[src/rtl/morse_key_decoder.sv]
// ---------------------------------------------------------------------------
// morse_key_decoder
//
// Turns a raw Morse key level into a stream of 2-bit symbols. Each run of the
// key (tone or silence) is measured in Morse units: a prescaler divides clk
// down to a unit tick, and a saturating counter counts ticks since the last
// key edge.
//
// Symbols:
//   00 dot        : mark lasting exactly 1 unit
//   01 dash       : mark lasting 2 or more units
//   10 letter gap : space of 2..4 units, reported when the next mark starts
//   11 word gap   : space reaching 5 units, reported as soon as it gets there
//
// Ports:
//   clk        single clock, rising edge
//   reset      asynchronous, active-low
//   div        clk cycles per Morse unit (0 behaves as 1)
//   key_in     raw key level, 1 = tone; asynchronous to clk
//   sym_ready  consumer takes the held symbol this cycle
//   sym_valid  sym holds an unconsumed symbol
//   sym        symbol code (see above)
//   overrun    sticky: a symbol was produced while the previous one was held
// ---------------------------------------------------------------------------
module morse_key_decoder #(
  parameter int WID = 5,
  parameter int CW  = 7
) (
  input  logic           clk,
  input  logic           reset,
  input  logic [WID-1:0] div,
  input  logic           key_in,
  input  logic           sym_ready,
  output logic           sym_valid,
  output logic [1:0]     sym,
  output logic           overrun
);

  localparam logic [1:0] IDLE  = 2'd0;
  localparam logic [1:0] MARK  = 2'd1;
  localparam logic [1:0] SPACE = 2'd2;

  localparam logic [1:0] SYM_DOT  = 2'b00;
  localparam logic [1:0] SYM_DASH = 2'b01;
  localparam logic [1:0] SYM_LGAP = 2'b10;
  localparam logic [1:0] SYM_WGAP = 2'b11;

  localparam logic [CW-1:0] RUN_DOT  = CW'(1);
  localparam logic [CW-1:0] RUN_LGAP = CW'(2);
  localparam logic [CW-1:0] RUN_WGAP = CW'(5);

  // Saturating increment of the run counter: parks at all-ones.
  function automatic logic [CW-1:0] sat_inc(input logic [CW-1:0] v);
    return (v == '1) ? v : v + CW'(1);
  endfunction

  // A divide of zero would never tick; treat it as one cycle per unit.
  function automatic logic [WID-1:0] unit_of(input logic [WID-1:0] d);
    return (d == '0) ? WID'(1) : d;
  endfunction

  logic           key_m;
  logic           key_s;
  logic           key_d;
  logic [1:0]     prime;
  logic [WID-1:0] unit_len;
  logic [WID-1:0] pre_cnt;
  logic [CW-1:0]  run_cnt;
  logic [1:0]     state;
  logic           armed;
  logic           wgap_done;

  logic           primed;
  logic           edge_ok;
  logic           rise;
  logic           fall;
  logic           tick;
  logic [CW-1:0]  run_now;

  logic [1:0]     state_nx;
  logic           armed_nx;
  logic           wgap_nx;
  logic           new_vld;
  logic [1:0]     new_sym;

  // ---- input synchronizer and edge detect ----
  always_ff @(posedge clk or negedge reset) begin
    if (!reset) begin
      key_m <= 1'b0;
      key_s <= 1'b0;
      key_d <= 1'b0;
      prime <= 2'd0;
    end else begin
      key_m <= key_in;
      key_s <= key_m;
      key_d <= key_s;
      if (prime != 2'd3)
        prime <= prime + 2'd1;
    end
  end

  // The synchronizer holds reset values for three cycles after release.
  // Edges inside that window are artefacts of reset, not real key
  // transitions; ignoring them means a key held down across reset never
  // counts as a fresh mark.
  assign primed  = (prime == 2'd3);
  assign edge_ok = primed && (key_s != key_d);
  assign rise    = edge_ok &&  key_s;
  assign fall    = edge_ok && !key_s;

  // ---- unit prescaler and run-length counter ----
  assign tick = (pre_cnt == unit_len - WID'(1));

  // Run length as it stands at the end of this cycle, so a tick landing on
  // the same cycle as an edge still completes its unit.
  assign run_now = tick ? sat_inc(run_cnt) : run_cnt;

  always_ff @(posedge clk or negedge reset) begin
    if (!reset) begin
      pre_cnt  <= '0;
      unit_len <= WID'(1);
      run_cnt  <= '0;
    end else if (edge_ok) begin
      pre_cnt  <= '0;
      unit_len <= unit_of(div);
      run_cnt  <= '0;
    end else if (tick) begin
      pre_cnt  <= '0;
      unit_len <= unit_of(div);
      run_cnt  <= sat_inc(run_cnt);
    end else begin
      pre_cnt  <= pre_cnt + WID'(1);
    end
  end

  // ---- classification FSM ----
  always_comb begin
    state_nx = state;
    armed_nx = armed;
    wgap_nx  = wgap_done;
    new_vld  = 1'b0;
    new_sym  = SYM_DOT;

    // Every edge starts a new run, so the word-gap latch only covers the
    // space currently being measured.
    if (edge_ok)
      wgap_nx = 1'b0;

    case (state)
      IDLE: begin
        if (rise)
          state_nx = MARK;
      end

      MARK: begin
        if (fall) begin
          if (run_now != '0) begin
            new_vld  = 1'b1;
            new_sym  = (run_now == RUN_DOT) ? SYM_DOT : SYM_DASH;
            armed_nx = 1'b1;
            state_nx = SPACE;
          end else begin
            // Glitch: discarded, and it leaves the arming untouched.
            state_nx = armed ? SPACE : IDLE;
          end
        end
      end

      SPACE: begin
        if (rise) begin
          state_nx = MARK;
          if (!wgap_done) begin
            if (run_now >= RUN_WGAP) begin
              // The fifth unit closed on the rising-edge cycle itself.
              new_vld = 1'b1;
              new_sym = SYM_WGAP;
            end else if (run_now >= RUN_LGAP) begin
              new_vld = 1'b1;
              new_sym = SYM_LGAP;
            end
          end
        end else if (tick && !wgap_done && run_now == RUN_WGAP) begin
          new_vld = 1'b1;
          new_sym = SYM_WGAP;
          wgap_nx = 1'b1;
        end
      end

      default: begin
        state_nx = IDLE;
      end
    endcase
  end

  always_ff @(posedge clk or negedge reset) begin
    if (!reset) begin
      state     <= IDLE;
      armed     <= 1'b0;
      wgap_done <= 1'b0;
    end else begin
      state     <= state_nx;
      armed     <= armed_nx;
      wgap_done <= wgap_nx;
    end
  end

  // ---- output holding register ----
  // A held, unaccepted symbol is never overwritten; the newcomer is lost
  // and overrun latches until reset.
  always_ff @(posedge clk or negedge reset) begin
    if (!reset) begin
      sym_valid <= 1'b0;
      sym       <= SYM_DOT;
      overrun   <= 1'b0;
    end else begin
      if (new_vld) begin
        if (!sym_valid || sym_ready) begin
          sym_valid <= 1'b1;
          sym       <= new_sym;
        end else begin
          overrun   <= 1'b1;
        end
      end else if (sym_ready) begin
        sym_valid <= 1'b0;
      end
    end
  end

endmodule

[config.mk]
export PLATFORM = sky130hd
export DESIGN_NAME = morse_key_decoder
export DESIGN_NICKNAME = d
export VERILOG_FILES = /design/src/rtl/morse_key_decoder.sv
export SDC_FILE = /design/constraint.sdc
export NUM_CORES = 1
export LEC_CHECK = 0
export BUFFER_PORTS_ARGS = -buffer_cell sky130_fd_sc_hd__buf_4
export CAP_MARGIN = 20
export CORE_UTILIZATION = 55
export DETAILED_ROUTE_END_ITERATION = 8
export PLACE_DENSITY = 0.85
export SYNTH_ARGS = -nofsm -noshare
export SYNTH_HDL_FRONTEND = slang
export SYNTH_SLANG_ARGS = --single-unit
[constraint.sdc]
create_clock -name clk -period 3.35 [get_ports clk]
set_input_delay 0.5025 -clock clk [delete_from_list [all_inputs] [get_ports clk]]
set_output_delay 0.5025 -clock clk [all_outputs]
set_load 0.01 [all_outputs]
* Word-level counts from Yosys, hierarchy flattened
Index checks and enable logic that the tools add are counted.
** Word-level totals
- Flip-flop bits (word level) :: 30
- Bits of input ports :: 9
** Operators by class
- $add $sub $neg :: 4
- $lt $le $gt $ge :: 2
- Eq/ne operators :: 12
- Muxes and demuxes :: 37
- Bitwise operators :: 1
- Reduce and logical (&&, ||, !) cells :: 20
** Operators with widths (number)
- 2-to-1 mux 5 bit :: 5
- 2-to-1 mux 7 bit :: 3
- 2-to-1 mux 2 bit :: 9
- 2-to-1 mux 1 bit :: 17
- case mux 2 bit (2 select lines) :: 2
- AND reduction 2 bit :: 4
- adder 7 x 1 -> 7 bit (second input constant) :: 1
- == test 7 x 1 -> 1 bit (second input constant) :: 1
- == test 7 x 3 -> 1 bit (second input constant) :: 1
- == test 7 bit (second input constant) :: 1
- greater-or-equal comparator 7 x 2 -> 1 bit (second input constant) :: 1
- greater-or-equal comparator 7 x 3 -> 1 bit (second input constant) :: 1
- nonzero test 7 bit :: 1
- adder 5 x 1 -> 5 bit (second input constant) :: 1
- == test 5 bit :: 1
- logical AND 1 bit :: 5
- logical NOT 5 bit :: 1
- subtractor 5 x 1 -> 5 bit (second input constant) :: 1
- == test 2 bit (second input constant) :: 2
- != test 2 x 1 -> 1 bit (second input constant) :: 2
- != test 2 bit (second input constant) :: 2
- nonzero test 2 bit :: 2
- logical NOT 1 bit :: 3
- AND reduction 3 bit :: 1
- other kinds (8) :: 8

* Logic depth before layout (Yosys ltp)
- Word-level depth :: 11
- Mapped depth :: 11
- Gate-level depth less buffers :: 10

* Worst setup path before layout
No wires, ideal clock.
- Path kind :: flip-flop to flip-flop
- Start :: register unit_len[0]
- End :: register sym[0]
- Setup time :: 133 ps
- Data arrival time :: 2287 ps
- Path slack :: 930 ps
- Cell stages (with the launch flop) :: 12
- Period minus slack after synthesis :: 2420 ps
- Path through :: dfstp_2 > inv_1 > ha_1 > xor2_1 > o211a_4 > o211ai_4 > buf_6 > o2111ai_2 > a21oi_1 > and4_4 > o41ai_1 > a21oi_1
** On the way
- Cells in the longest elaborated chain, start to end :: 10
** Ends and longest elaborated chain
- from (decl) :: RTL line 66 : logic [WID-1:0] unit_len;
- from (signal assigned) :: RTL line 125 : unit_len <= unit_of(div);
- from (signal assigned) :: RTL line 129 : unit_len <= unit_of(div);
- subtractor 5 x 1 -> 5 bit * :: RTL line 112 : assign tick = (pre_cnt == unit_len - WID'(1));
- == test 5 bit * :: RTL line 112
- 2-to-1 mux 7 bit
- greater-or-equal comparator 7 x 2 -> 1 bit :: RTL line 177 : end else if (run_now >= RUN_LGAP) begin
- 2-to-1 mux 1 bit :: RTL line 177
- 2-to-1 mux 1 bit :: RTL line 173 : if (run_now >= RUN_WGAP) begin
- 2-to-1 mux 1 bit :: RTL line 172 : if (!wgap_done) begin
- 2-to-1 mux 1 bit :: RTL line 170 : if (rise) begin
- case mux 1 bit (2 select lines) :: RTL line 149 : case (state)
- AND reduction 2 bit (no source line)
- to (signal assigned) :: RTL line 219 : sym <= new_sym;
- to (decl) :: RTL line 35 : output logic [1:0] sym,
Every way passes the cells marked *; elsewhere a longest branch is shown, timed or not.
A chain may end at the register's enable or synchronous reset.

* Worst setup path in the final report
- Start :: register unit_len[0]
- End :: register overrun
** On the way
- Cells in the longest elaborated chain, start to end :: 10
** Ends and longest elaborated chain
- subtractor 5 x 1 -> 5 bit * :: RTL line 112
- == test 5 bit * :: RTL line 112
- 2-to-1 mux 7 bit
- greater-or-equal comparator 7 x 2 -> 1 bit :: RTL line 177
- 2-to-1 mux 1 bit :: RTL line 177
- 2-to-1 mux 1 bit :: RTL line 173
- 2-to-1 mux 1 bit :: RTL line 172
- 2-to-1 mux 1 bit :: RTL line 170
- case mux 1 bit (2 select lines) * :: RTL line 149
- AND reduction 2 bit (no source line) *
- to (signal assigned) :: RTL line 214 : overrun <= 1'b0;
- to (signal assigned) :: RTL line 221 : overrun <= 1'b1;
- to (decl) :: RTL line 36 : output logic overrun
Marked as above.

==> reports/metrics.csv <==
stage;metric;value;unit
finish;syn_to_final_growth;9.92;%
power_and_ir_drop;p_per_area;547;mW/mm²
detailed_routing;routed_wl;3570;µm
synth;syn-cell-area;0.00179;mm²
clocking;cts_setup_buffers;0;
floorplan;ios;13;
detailed_routing;vias_per_cell;5.73;
worst_setup_path;r2r-start;unit_len[0];
floorplan;initial_core_util;0.582;
floorplan;rows;20;
global_route;grt_use_met2;0.401;
timing;slew_viol_final;0;
outcome;outcome;completed;
timing;worst_pin_slew;0.447;ns
min_path;worstHoldPathType;in2async;
synth;ys_seq_elements;30;
placed_design;dp_hpwl;2610;µm
clocking;clockBufferDepth;2;
worst_setup_path;r2r_end;overrun;
worst_setup_path;crit_fanout;14;
global_route;grt_util_met3;0.0633;
synth;async_reset_ff_frac;1.00;
floorplan;die_w;59.1;µm
clocking;postCtsResizedCells;0;
global_route;grt_max_degree;31;
synth;synth_top_area_frac;0.405;
worst_setup_path;rrSetupSlack;0.39;ns
synth;synth_enable_flop_cells;0;
synth;synthCells;184;
worst_setup_path;setup.worst_path.start_class;flop;
timing;rsz0062_at_grt;false;
placed_design;place_area;0.00191;mm²
placed_design;pre_cts_slack;0.585;ns
timing;fin_ws;0.395;ns
synth;yosysTopAreaCell;dfrtp_1;
synth;ys.flop_type;dfrtp_1;
synth;ys_seq_area_frac;0.420;
finish;drive_gt1_frac;0.182;
worst_setup_path;cp-end-kind;flop;
synth;syn_area_per_cell;9.74;µm²
detailed_routing;drtIter0Drc;36;
clocking;clock_latency;0.35;ns
timing;skew;0.0133;ns
detailed_routing;vias;1386;
synth;yosys-top-cells-area;dfrtp_1, ha_1, nor2_1, xor2_1, xnor2_1;
detailed_routing;ant_nets;0;
global_route;grt_overflow_total;0;
timing;setup_viol;0;
placed_design;port_buffers;12;
floorplan;core-area;0.00308;mm²
finish;fin_util;0.640;
detailed_routing;firstDrtPassIters;4;
clocking;cts_inserted_buffers;5;
clocking;clk_pin_slew;0.11;ns
clocking;hold_buffers;0;
floorplan;die_area;0.00349;mm²
global_route;grt_antenna_before_repair;0;
run;maxCapViolations;0;
synth;yosys.cell_types.count;54;
timing;finalCriticalPeriod;2.96;ns
detailed_routing;wl_per_cell;14.7;µm
timing;whs;0.0638;ns
worst_setup_path;cp.arrival;3.17;ns
global_route;globalRouteMet1Util;0.262;
global_route;grt_pass1_wl;5950;µm
timing;hold_viol_final;0;
floorplan;die_y;59.1;µm
clocking;htree_levels;2;
detailed_routing;drc;0;
finish;finalNetCount;214;
clocking;clock_sinks;30;
timing;max_freq;0.338;GHz
worst_setup_path;crit_type;reg2reg;
global_route;grt.busiest_layer;met2;
finish;n_antenna_cell;0;
worst_setup_path;required;3.57;ns
global_route;grt_pass1_vias;1393;
timing;maxSlewHeadroom;0.701;
power_and_ir_drop;irDropWorstVdd;0.000338;V
clocking;clockRootBuffer;clkbuf_4;
global_route;grt.total_usage;0.234;
power_and_ir_drop;p_leak;0.000866;µW
clocking;cts_tree;built;
placed_design;gp_congestion;0.889;
timing;period_share;0.882;
timing;tns;0;ns
finish;stdcell_area;0.00197;mm²
synth;yosys_warnings;0;
synth;syn-num-nets;201;
worst_setup_path;r2r_cells;10;
[kinds of logic after synthesis]
kind of cell / synth area share
compound gates: 0.169
xor+xnor: 0.0831
fa+ha+maj: 0.0559
buf+inv: 0.0342
flops: 0.420
mux: 0.0307
simple gates: 0.207
[stage by stage]
| stage | power (µW) | std cells |
|---|---|---|
| 2_1_floorplan | 759 | 184 |
| 3_3_place_gp | 818 | 234 |
| 3_5_place_dp | 843 | 234 |
| 4_1_cts | 1080 | 242 |
| 5_1_grt | 1140 | 242 |
| 6_report | 1080 | 242 |
[power breakdown]
| part | total (µW) | switching (µW) | internal (µW) |
|---|---|---|---|
| clock network | 237 | 136 | 101 |
| logic | 370 | 211 | 159 |
| registers | 471 | 58.9 | 412 |
| total | 1080 | 406 | 672 |
[worst max-delay path, cell delays in order, from the launching register on]
cell,delay [ns]
dfstp_2,0.58
inv_1,0.05
ha_1,0.24
xor2_1,0.19
o21ai_1,0.14
o211ai_4,0.43
nor3_2,0.11
xnor2_1,0.35
a41oi_1,0.23
o31ai_1,0.37
o21bai_1,0.11
[cells in the mapped netlist, types with 2 or more instances]
master	instances
ha_1	8
or2_0	2
nor2b_1	2
clkbuf_1	4
nor2_2	2
o21bai_1	3
nand3_1	4
mux2_2	4
dfrtp_1	29
nand2_1	17
o21ai_1	2
o21ai_0	5
xnor2_1	8
xor2_1	9
nand4_1	2
nor3_1	6
o211ai_1	2
and2_1	3
o41ai_1	3
nor2_1	21
and3_1	2
inv_1	8
a21oi_1	5
nand2b_1	3
[layer usage]
metal | vias to the layer above | share of wire
li1 | 676 | -
met1 | 665 | 0.43
met2 | 32 | 0.50
met3 | 13 | 0.038
met4 | 0 | 0.030
met5 | - | 0
[cells in the final DEF (no fill, tap or decap), types with 2 or more instances in the layout]
master,instances
nand4_1,2
nor2_1,21
nor3_1,6
o21ai_0,5
buf_4,12
dfrtp_1,29
xor2_1,9
o21ai_1,2
nand2b_1,3
inv_1,8
and3_1,2
nor2b_1,2
and2_1,3
o21bai_1,3
a21oi_1,5
xnor2_1,8
nand3_1,4
o211ai_1,2
nand2_1,17
nor2_2,2
ha_1,8
clkbuf_4,5
o41ai_1,3
mux2_2,4
or2_0,2
[registers in the layout (all words and copies together) (netlist names)]
signal and flops:
armed 1, key_s 1, sym 2, key_m 1
run_cnt 7, sym_valid 1, overrun 1, key_d 1
prime 2, state 2, wgap_done 1, unit_len 5
pre_cnt 5
[layout make-up]
class                           count  area [µm²]
Inverter                            8        30.0
Multi-Input combinational cell    140         978
Sequential cell                    30         752
Clock buffer                        6        51.3
Tap cell                           44        55.1
Fill cell                         261        1110
Timing Repair Buffer               12        90.1
Clock inverter                      2        12.5
[how the worst max path moves through the flow]
stage	endpoint	startpoint	slack [ns]	cells after the start
after floorplan	sym[0]	unit_len[0]	0.93	11
after global placement	overrun	unit_len[0]	0.74	10
after detailed placement	overrun	unit_len[0]	0.58	10
after CTS	overrun	unit_len[0]	0.47	10
after global routing	overrun	unit_len[0]	0.15	10
final	overrun	unit_len[0]	0.39	10
No activity file was read; power rests on OpenSTA's default activity.
